===== src/rtl/button_debounce.sv =====
// Two-flop synchroniser plus stability-counter FSM for a bouncing pin.
// Produces a clean level and one-cycle press/release strobes.
module button_debounce #(
    parameter int STABLE_COUNT = 1000000,
    parameter int CNT_WIDTH    = 20
) (
    input  logic clk,
    input  logic reset,
    input  logic btn_in,
    output logic btn_level,
    output logic btn_press,
    output logic btn_release
);

    localparam longint CNT_MAX = (64'sd1 <<< CNT_WIDTH) - 64'sd1;

    // Reject counter settings the counter cannot reach or that disable filtering.
    if (longint'(STABLE_COUNT) < 64'sd2
        || longint'(STABLE_COUNT) > CNT_MAX) begin : g_bad_count
        $error("button_debounce: STABLE_COUNT out of range");
    end

    localparam logic [CNT_WIDTH-1:0] LAST = CNT_WIDTH'(STABLE_COUNT - 1);
    localparam logic [CNT_WIDTH-1:0] ONE  = CNT_WIDTH'(1);

    typedef enum logic [1:0] {
        IDLE_LOW,
        WAIT_HIGH,
        IDLE_HIGH,
        WAIT_LOW
    } state_t;

    state_t               state, state_nxt;
    logic [CNT_WIDTH-1:0] count, count_nxt;
    logic                 sync0, sync1;
    logic                 level_nxt, press_nxt, release_nxt;

    // Bring the asynchronous pin into the clk domain.
    always_ff @(posedge clk) begin
        if (reset) begin
            sync0 <= 1'b0;
            sync1 <= 1'b0;
        end else begin
            sync0 <= btn_in;
            sync1 <= sync0;
        end
    end

    // State, counter and registered outputs.
    always_ff @(posedge clk) begin
        if (reset) begin
            state       <= IDLE_LOW;
            count       <= '0;
            btn_level   <= 1'b0;
            btn_press   <= 1'b0;
            btn_release <= 1'b0;
        end else begin
            state       <= state_nxt;
            count       <= count_nxt;
            btn_level   <= level_nxt;
            btn_press   <= press_nxt;
            btn_release <= release_nxt;
        end
    end

    // Qualify a new level only after an unbroken run of matching samples.
    always_comb begin
        state_nxt   = state;
        count_nxt   = count;
        level_nxt   = btn_level;
        press_nxt   = 1'b0;
        release_nxt = 1'b0;
        case (state)
            IDLE_LOW: begin
                if (sync1) begin
                    state_nxt = WAIT_HIGH;
                    count_nxt = ONE;
                end else begin
                    count_nxt = '0;
                end
            end
            WAIT_HIGH: begin
                if (!sync1) begin
                    state_nxt = IDLE_LOW;
                    count_nxt = '0;
                end else if (count == LAST) begin
                    state_nxt = IDLE_HIGH;
                    count_nxt = '0;
                    level_nxt = 1'b1;
                    press_nxt = 1'b1;
                end else begin
                    count_nxt = count + ONE;
                end
            end
            IDLE_HIGH: begin
                if (!sync1) begin
                    state_nxt = WAIT_LOW;
                    count_nxt = ONE;
                end else begin
                    count_nxt = '0;
                end
            end
            WAIT_LOW: begin
                if (sync1) begin
                    state_nxt = IDLE_HIGH;
                    count_nxt = '0;
                end else if (count == LAST) begin
                    state_nxt   = IDLE_LOW;
                    count_nxt   = '0;
                    level_nxt   = 1'b0;
                    release_nxt = 1'b1;
                end else begin
                    count_nxt = count + ONE;
                end
            end
            default: begin
                state_nxt = IDLE_LOW;
                count_nxt = '0;
            end
        endcase
    end

endmodule

===== config.mk =====
export PLATFORM = sky130hd
export DESIGN_NAME = button_debounce
export DESIGN_NICKNAME = d
export VERILOG_FILES = /design/src/rtl/button_debounce.sv
export SDC_FILE = /design/constraint.sdc
export NUM_CORES = 1
export LEC_CHECK = 0
export ABC_CLOCK_PERIOD_IN_PS = 3000
export CAP_MARGIN = 10
export CELL_PAD_IN_SITES_DETAIL_PLACEMENT = 1
export CELL_PAD_IN_SITES_GLOBAL_PLACEMENT = 2
export CORE_ASPECT_RATIO = 0.75
export CORE_MARGIN = 2
export CORE_UTILIZATION = 35
export DETAILED_ROUTE_END_ITERATION = 10
export PLACE_DENSITY_LB_ADDON = 0.1
export SLEW_MARGIN = 20
export SYNTH_ARGS = -nofsm -noshare
export SYNTH_HDL_FRONTEND = slang
export SYNTH_SLANG_ARGS = --single-unit

===== constraint.sdc =====
create_clock -name clk -period 3 [get_ports clk]
set_input_delay 0.45 -clock clk [delete_from_list [all_inputs] [get_ports clk]]
set_output_delay 0.45 -clock clk [all_outputs]
set_load 0.05 [all_outputs]

# Yosys cells after proc, flatten, opt, wreduce, memory -nomap -nowiden
# Index checks and enable logic that the tools add are counted.
dict set report word_totals {
  mem_bits_ro 0
  regBits 27
  latchBits 0
  output_inout_bits 3
  wordCells 48
  mem_bits_rw 0
  memories 0
}
dict set report op_classes {
  muxes 19
  addsub 1
  magnitude_cmp 0
  n_bitwise 3
  n_div 0
  reduce_logical 6
  shifts 0
  n_eq_ne 12
  multipliers 0
}
# op n
set op_table {}
lappend op_table {{$pmux 20 s4} 1}
lappend op_table {{$mux 20} 3}
lappend op_table {{$add 20x1->20 const B} 1}
lappend op_table {{$eq 20x20->1 const B} 1}
lappend op_table {{$mux 2} 6}
lappend op_table {{$ne 2x2->1 const B} 6}
lappend op_table {{$pmux 2 s4} 1}
lappend op_table {{$mux 1} 7}
lappend op_table {{$ne 3x3->1 const B} 2}
lappend op_table {{$reduce_or 3->1} 2}
lappend op_table {{$reduce_and 5->1} 1}
lappend op_table {{$eq 2x2->1 const B} 2}
lappend op_table {{$reduce_and 4->1} 1}
lappend op_table {{$not 1->1} 3}
lappend op_table {{$eq 2x1->1 const B} 1}
lappend op_table {{$logic_not 2->1} 1}
lappend op_table {{$pmux 1 s2} 1}
lappend op_table {{$reduce_bool 2->1} 1}

# Depth between registers and ports, before layout
dict set report depth {
  word_depth 4
  depth_mapped 6
  depth_no_buf 5
}

# Worst setup path before layout
# No wires, ideal clock.
dict set report synth_path {
  kind {register to register}
  start {register count[8]}
  end {register btn_level}
  path_stages_with_launch 6
  path_slack_ns 0.857
  path_buffers 1
  arrival_time_ns 2.069
  cell_sequence {dfxtp_1 > or4b_1 > or4_1 > buf_2 > or4_1 > a31oi_1}
}
dict set report synth_between {
  elab_chain_cells 3
}
# element line
set synth_rtl {}
lappend synth_rtl {{start: declaration} 34} ;# logic [CNT_WIDTH-1:0] count, count_nxt;
lappend synth_rtl {{start signal: assignment} 59} ;# count <= count_nxt;
lappend synth_rtl {{$eq 20x20->1 *} {86, 107}}
lappend synth_rtl {{$ne 2x2->1 (no source line)} --}
lappend synth_rtl {{$reduce_and 5->1 (no source line) *} --}
lappend synth_rtl {{end signal: assignment} 60} ;# btn_level <= level_nxt;
lappend synth_rtl {{end: declaration} 10} ;# output logic btn_level,
# Every way passes the cells marked *; elsewhere a longest branch is shown, timed or not.
# A chain may end at the register's enable or synchronous reset.

# Final worst setup path
dict set report layout_path {
  start {register count[7]}
  end {register btn_level}
}
# Same word-level chain as after synthesis.

==> metrics.log <==
INFO  metric run_status = finished clean
INFO  metric initial_core_util = 0.360
INFO  metric synth-edff-count = 0
INFO  metric min_from = sync0
INFO  metric post-synth-top-area-fraction = 0.466
INFO  metric ys_top_cells_by_area = sky130_fd_sc_hd__dfxtp_1 (47%), sky130_fd_sc_hd__or4_1 (5.8%), sky130_fd_sc_hd__xnor2_1 (4.5%), sky130_fd_sc_hd__a21oi_1 (4.3%), sky130_fd_sc_hd__nor2_1 (4.2%)
INFO  metric num_io_pins = 6
INFO  metric final.period_utilization = 0.768
INFO  metric clk_path_buf_depth = 2
INFO  metric drt_iter0_markers = 24
INFO  metric maximum_number_of_pins_on_one_net_before_global_route_repair = 19
INFO  metric worst_hold_path_type = reg2reg
INFO  metric synth.yosys.warnings = 0
INFO  metric critPathMaxFanout = 8
INFO  metric detail_route.vias_per_cell = 5.27
INFO  metric hold_depth = 1
INFO  metric remaining_routing_drc_violations = 0
INFO  metric worstHoldEndpoint = sync1
INFO  metric h-tree-depth = 1
INFO  metric fin_crit = 2300 ps
INFO  metric fin_cells = 180
INFO  metric power_leakage = 0.359 nW
INFO  metric switching_share = 0.202
INFO  metric worst_r2r_endpoint = btn_level
INFO  metric synth_mux_area_frac = 0
INFO  metric clk_latency = 260 ps
INFO  metric dominant_combinational_cell_family_by_area_after_synthesis = simple AND/OR/NAND/NOR gates
INFO  metric rsz0062_at_grt = false
INFO  metric timing.clock.skew = 2.10 ps
INFO  metric insertedDiodeCount = 0
INFO  metric hold_viol = 0
INFO  metric postCtsSetupBuffers = 0
INFO  metric power-per-cell-area = 448 nW/um^2
INFO  metric synthXorXnorAreaFrac = 0.0831
INFO  metric worst_setup_hold_path_clk_slew = 90 ps
INFO  metric share_seq_of_total_power = 0.627
INFO  metric wire_length_of_the_first_global_routing_pass = 4410 um
INFO  metric numCtsBuffers = 3
INFO  metric synth_area_per_cell = 8.66 um^2
INFO  metric syn_inst = 134
INFO  metric f_max = 0.434 GHz
INFO  metric synth.yosys.seq_area_share = 0.466
INFO  metric drt_wl_total = 2610 um
INFO  metric rrSetupSlack = 700 ps
INFO  metric io_buffer_count = 5
INFO  metric clock_power_share = 0.346
INFO  metric synth_nets = 138
INFO  metric die_x = 70.5 um
INFO  metric peakVddDrop = 0.000342 V
INFO  metric layout-drive-gt1-share = 0.0500
INFO  metric kind_of_end_point_of_the_critical_path = register
INFO  metric antenna_left = 0
INFO  metric clk_root_buffer_cell = sky130_fd_sc_hd__clkbuf_8
INFO  metric tritoncts = yes
INFO  metric layout_area_overhead = 11.7%
INFO  metric ys_types = 28
INFO  metric timing.slew.headroom = 0.670
INFO  metric internal-power = 0.000464 W
INFO  metric route.vias.total = 949
INFO  metric grtUsageTotal = 0.150
INFO  metric dpl.hpwl = 1950 um
INFO  metric switchingPower = 0.000117 W
INFO  metric synth_fa_ha_area_frac = 0.0108
INFO  metric grt_pass1_vias = 939
INFO  metric dp_cells = 176
INFO  metric ys_ff_latch = 27
INFO  metric crit-reg2reg-launch = count[7]
INFO  metric grt_antenna_before_repair = 0
INFO  metric critical_path_class = reg2reg
INFO  metric die_h = 53.9 um
INFO  metric setup_viol = 0
INFO  metric grt_remaining_overflow = 0
INFO  metric gate_power_share = 0.028
INFO  metric max_cap_violations = 0
INFO  metric syn_std_cell_area = 1160 um^2
INFO  metric arrival = 2500 ps
INFO  metric gp_congestion = 0.730
INFO  metric worst-slew-pin-transition = 494 ps
INFO  metric cp.required = 3200 ps
INFO  metric detail_route.first_pass.iterations = 4
INFO  metric synthDominantAreaCellType = sky130_fd_sc_hd__dfxtp_1
INFO  metric worst_r2r_path_depth = 4
INFO  metric setup.worst_path.start_class = register
INFO  metric numClockSinks = 27
INFO  metric async_reset_ff_frac = 0
INFO  metric totalNegativeSetupSlack = 0 ps
INFO  metric core_area = 3220 um^2
INFO  metric number_of_placement_rows = 18
INFO  metric cts.hold.buffers_added = 0
INFO  metric final_max_slew_viol_count = 0
INFO  metric die_area = 3800 um^2
INFO  metric nNetsFinal = 145
INFO  metric synth_compound_area_frac = 0.112
INFO  metric ctsResizeCount = 0
INFO  metric ys.flop_type = sky130_fd_sc_hd__dfxtp_1
INFO  metric post_synth_and_or_nand_nor_area_fraction = 0.290
INFO  metric routed_wire_length_per_instance = 14.5 um
==> placed cells by master (no fill, tap or decap) <==
cell type | netlist | routed
sky130_fd_sc_hd__inv_1 | 7 | 7
sky130_fd_sc_hd__nand4_1 | 3 | 3
sky130_fd_sc_hd__or4b_1 | 1 | 1
sky130_fd_sc_hd__or3_1 | 6 | 6
sky130_fd_sc_hd__nor2_1 | 13 | 13
sky130_fd_sc_hd__nand2b_1 | 1 | 1
sky130_fd_sc_hd__nand2_1 | 6 | 6
sky130_fd_sc_hd__clkdlybuf4s50_1 | 0 | 5
sky130_fd_sc_hd__ha_1 | 1 | 1
sky130_fd_sc_hd__nand3_1 | 9 | 9
sky130_fd_sc_hd__buf_4 | 0 | 1
sky130_fd_sc_hd__xor2_1 | 5 | 5
sky130_fd_sc_hd__or2_2 | 2 | 2
sky130_fd_sc_hd__dfxtp_1 | 27 | 27
sky130_fd_sc_hd__nor3_1 | 2 | 2
sky130_fd_sc_hd__and2_1 | 1 | 1
sky130_fd_sc_hd__o21ai_2 | 1 | 1
sky130_fd_sc_hd__or4_1 | 9 | 9
sky130_fd_sc_hd__clkbuf_1 | 2 | 1
sky130_fd_sc_hd__o21ai_0 | 7 | 7
sky130_fd_sc_hd__o31ai_1 | 3 | 3
sky130_fd_sc_hd__nand3b_1 | 1 | 1
sky130_fd_sc_hd__a31oi_1 | 1 | 1
sky130_fd_sc_hd__nor4_1 | 3 | 3
sky130_fd_sc_hd__xnor2_1 | 6 | 6
sky130_fd_sc_hd__nor2b_1 | 2 | 2
sky130_fd_sc_hd__clkbuf_8 | 0 | 3
sky130_fd_sc_hd__o21bai_1 | 1 | 1
sky130_fd_sc_hd__a21oi_1 | 10 | 10
sky130_fd_sc_hd__and3_1 | 2 | 2
==> flip-flops by register name (all words and copies together), names as in the netlist, named ones only <==
| name | count |
|---|---|
| state | 1 |
| btn_release | 1 |
| count | 20 |
| btn_level | 1 |
| sync1 | 1 |
| sync0 | 1 |
| btn_press | 1 |
==> per-layer routing <==
layer / track usage / part of all wire / wire length, um / up-vias
met4: 0.0192 / 0.0054 / 14 / 0
met2: 0.267 / 0.45 / 1190 / 7
met5: 0 / 0 / 0 / -
met3: 0.0449 / 0.024 / 62 / 2
li1: - / - / - / 483
met1: 0.189 / 0.52 / 1350 / 457
==> synthesized netlist by cell type (2+ instances only) <==
cell type,count
sky130_fd_sc_hd__xnor2_1,6
sky130_fd_sc_hd__o21ai_0,7
sky130_fd_sc_hd__nand4_1,3
sky130_fd_sc_hd__nor4_1,3
sky130_fd_sc_hd__or4_1,9
sky130_fd_sc_hd__or2_2,2
sky130_fd_sc_hd__dfxtp_1,27
sky130_fd_sc_hd__xor2_1,5
sky130_fd_sc_hd__and3_1,2
sky130_fd_sc_hd__nand3_1,9
sky130_fd_sc_hd__nor3_1,2
sky130_fd_sc_hd__nand2_1,6
sky130_fd_sc_hd__a21oi_1,10
sky130_fd_sc_hd__or3_1,6
sky130_fd_sc_hd__clkbuf_1,2
sky130_fd_sc_hd__o31ai_1,3
sky130_fd_sc_hd__nor2b_1,2
sky130_fd_sc_hd__inv_1,7
sky130_fd_sc_hd__buf_2,2
sky130_fd_sc_hd__nor2_1,13
==> per-stage QoR <==
stage	total power, W	utilization	worst slack [ps]	hold WS (ps)	instance area (um^2)
floorplan	0.000381	-	857	414	1160
global placement	0.000389	0.388	758	431	1250
detailed placement	0.000388	0.388	717	437	1250
CTS	0.000593	0.402	663	464	1290
global route	0.000609	0.402	547	493	1290
finish	0.000581	0.402	696	459	1290
==> logic make-up after synthesis <==
family,Yosys count
XOR/XNOR,11
AO/OA/AOI/OAI,23
adder cells (fa/ha/maj),1
flip-flops,27
AND/OR/NAND/NOR,61
buffers and inverters,11
==> worst max path at each step <==
stage / start / to / slack [ps] / cells after the start
3_5_place_dp: count[7] / btn_level / 720 / 4
3_3_place_gp: count[7] / btn_level / 760 / 4
6_report: count[7] / btn_level / 700 / 4
2_1_floorplan: count[8] / btn_level / 860 / 5
4_1_cts: count[8] / btn_level / 660 / 4
5_1_grt: count[7] / btn_level / 550 / 4
==> layout make-up <==
type                            count  area (um^2)
Multi-Input combinational cell     96          576
Clock buffer                        4         45.0
Timing Repair Buffer                6         57.6
Tap cell                           40         50.0
Inverter                            7         26.3
Fill cell                         393         1930
Sequential cell                    27          541
==> power by group through the flow <==
stage,clock network [W],registers (W),logic [W]
floorplan,0,0.000376,0.00000486
global placement,0,0.000372,0.0000163
detailed placement,0,0.000372,0.0000162
CTS,0.000213,0.000364,0.0000163
global route,0.000226,0.000365,0.0000179
finish,0.000201,0.000364,0.0000160
==> worst max-delay path, cell delays in order (launching register included) <==
cell and delay [ps]:
sky130_fd_sc_hd__dfxtp_1 360, sky130_fd_sc_hd__or4_1 530, sky130_fd_sc_hd__or4_1 660, sky130_fd_sc_hd__or4_1 520
sky130_fd_sc_hd__a31oi_1 170
(Power assumes the default switching activity.)
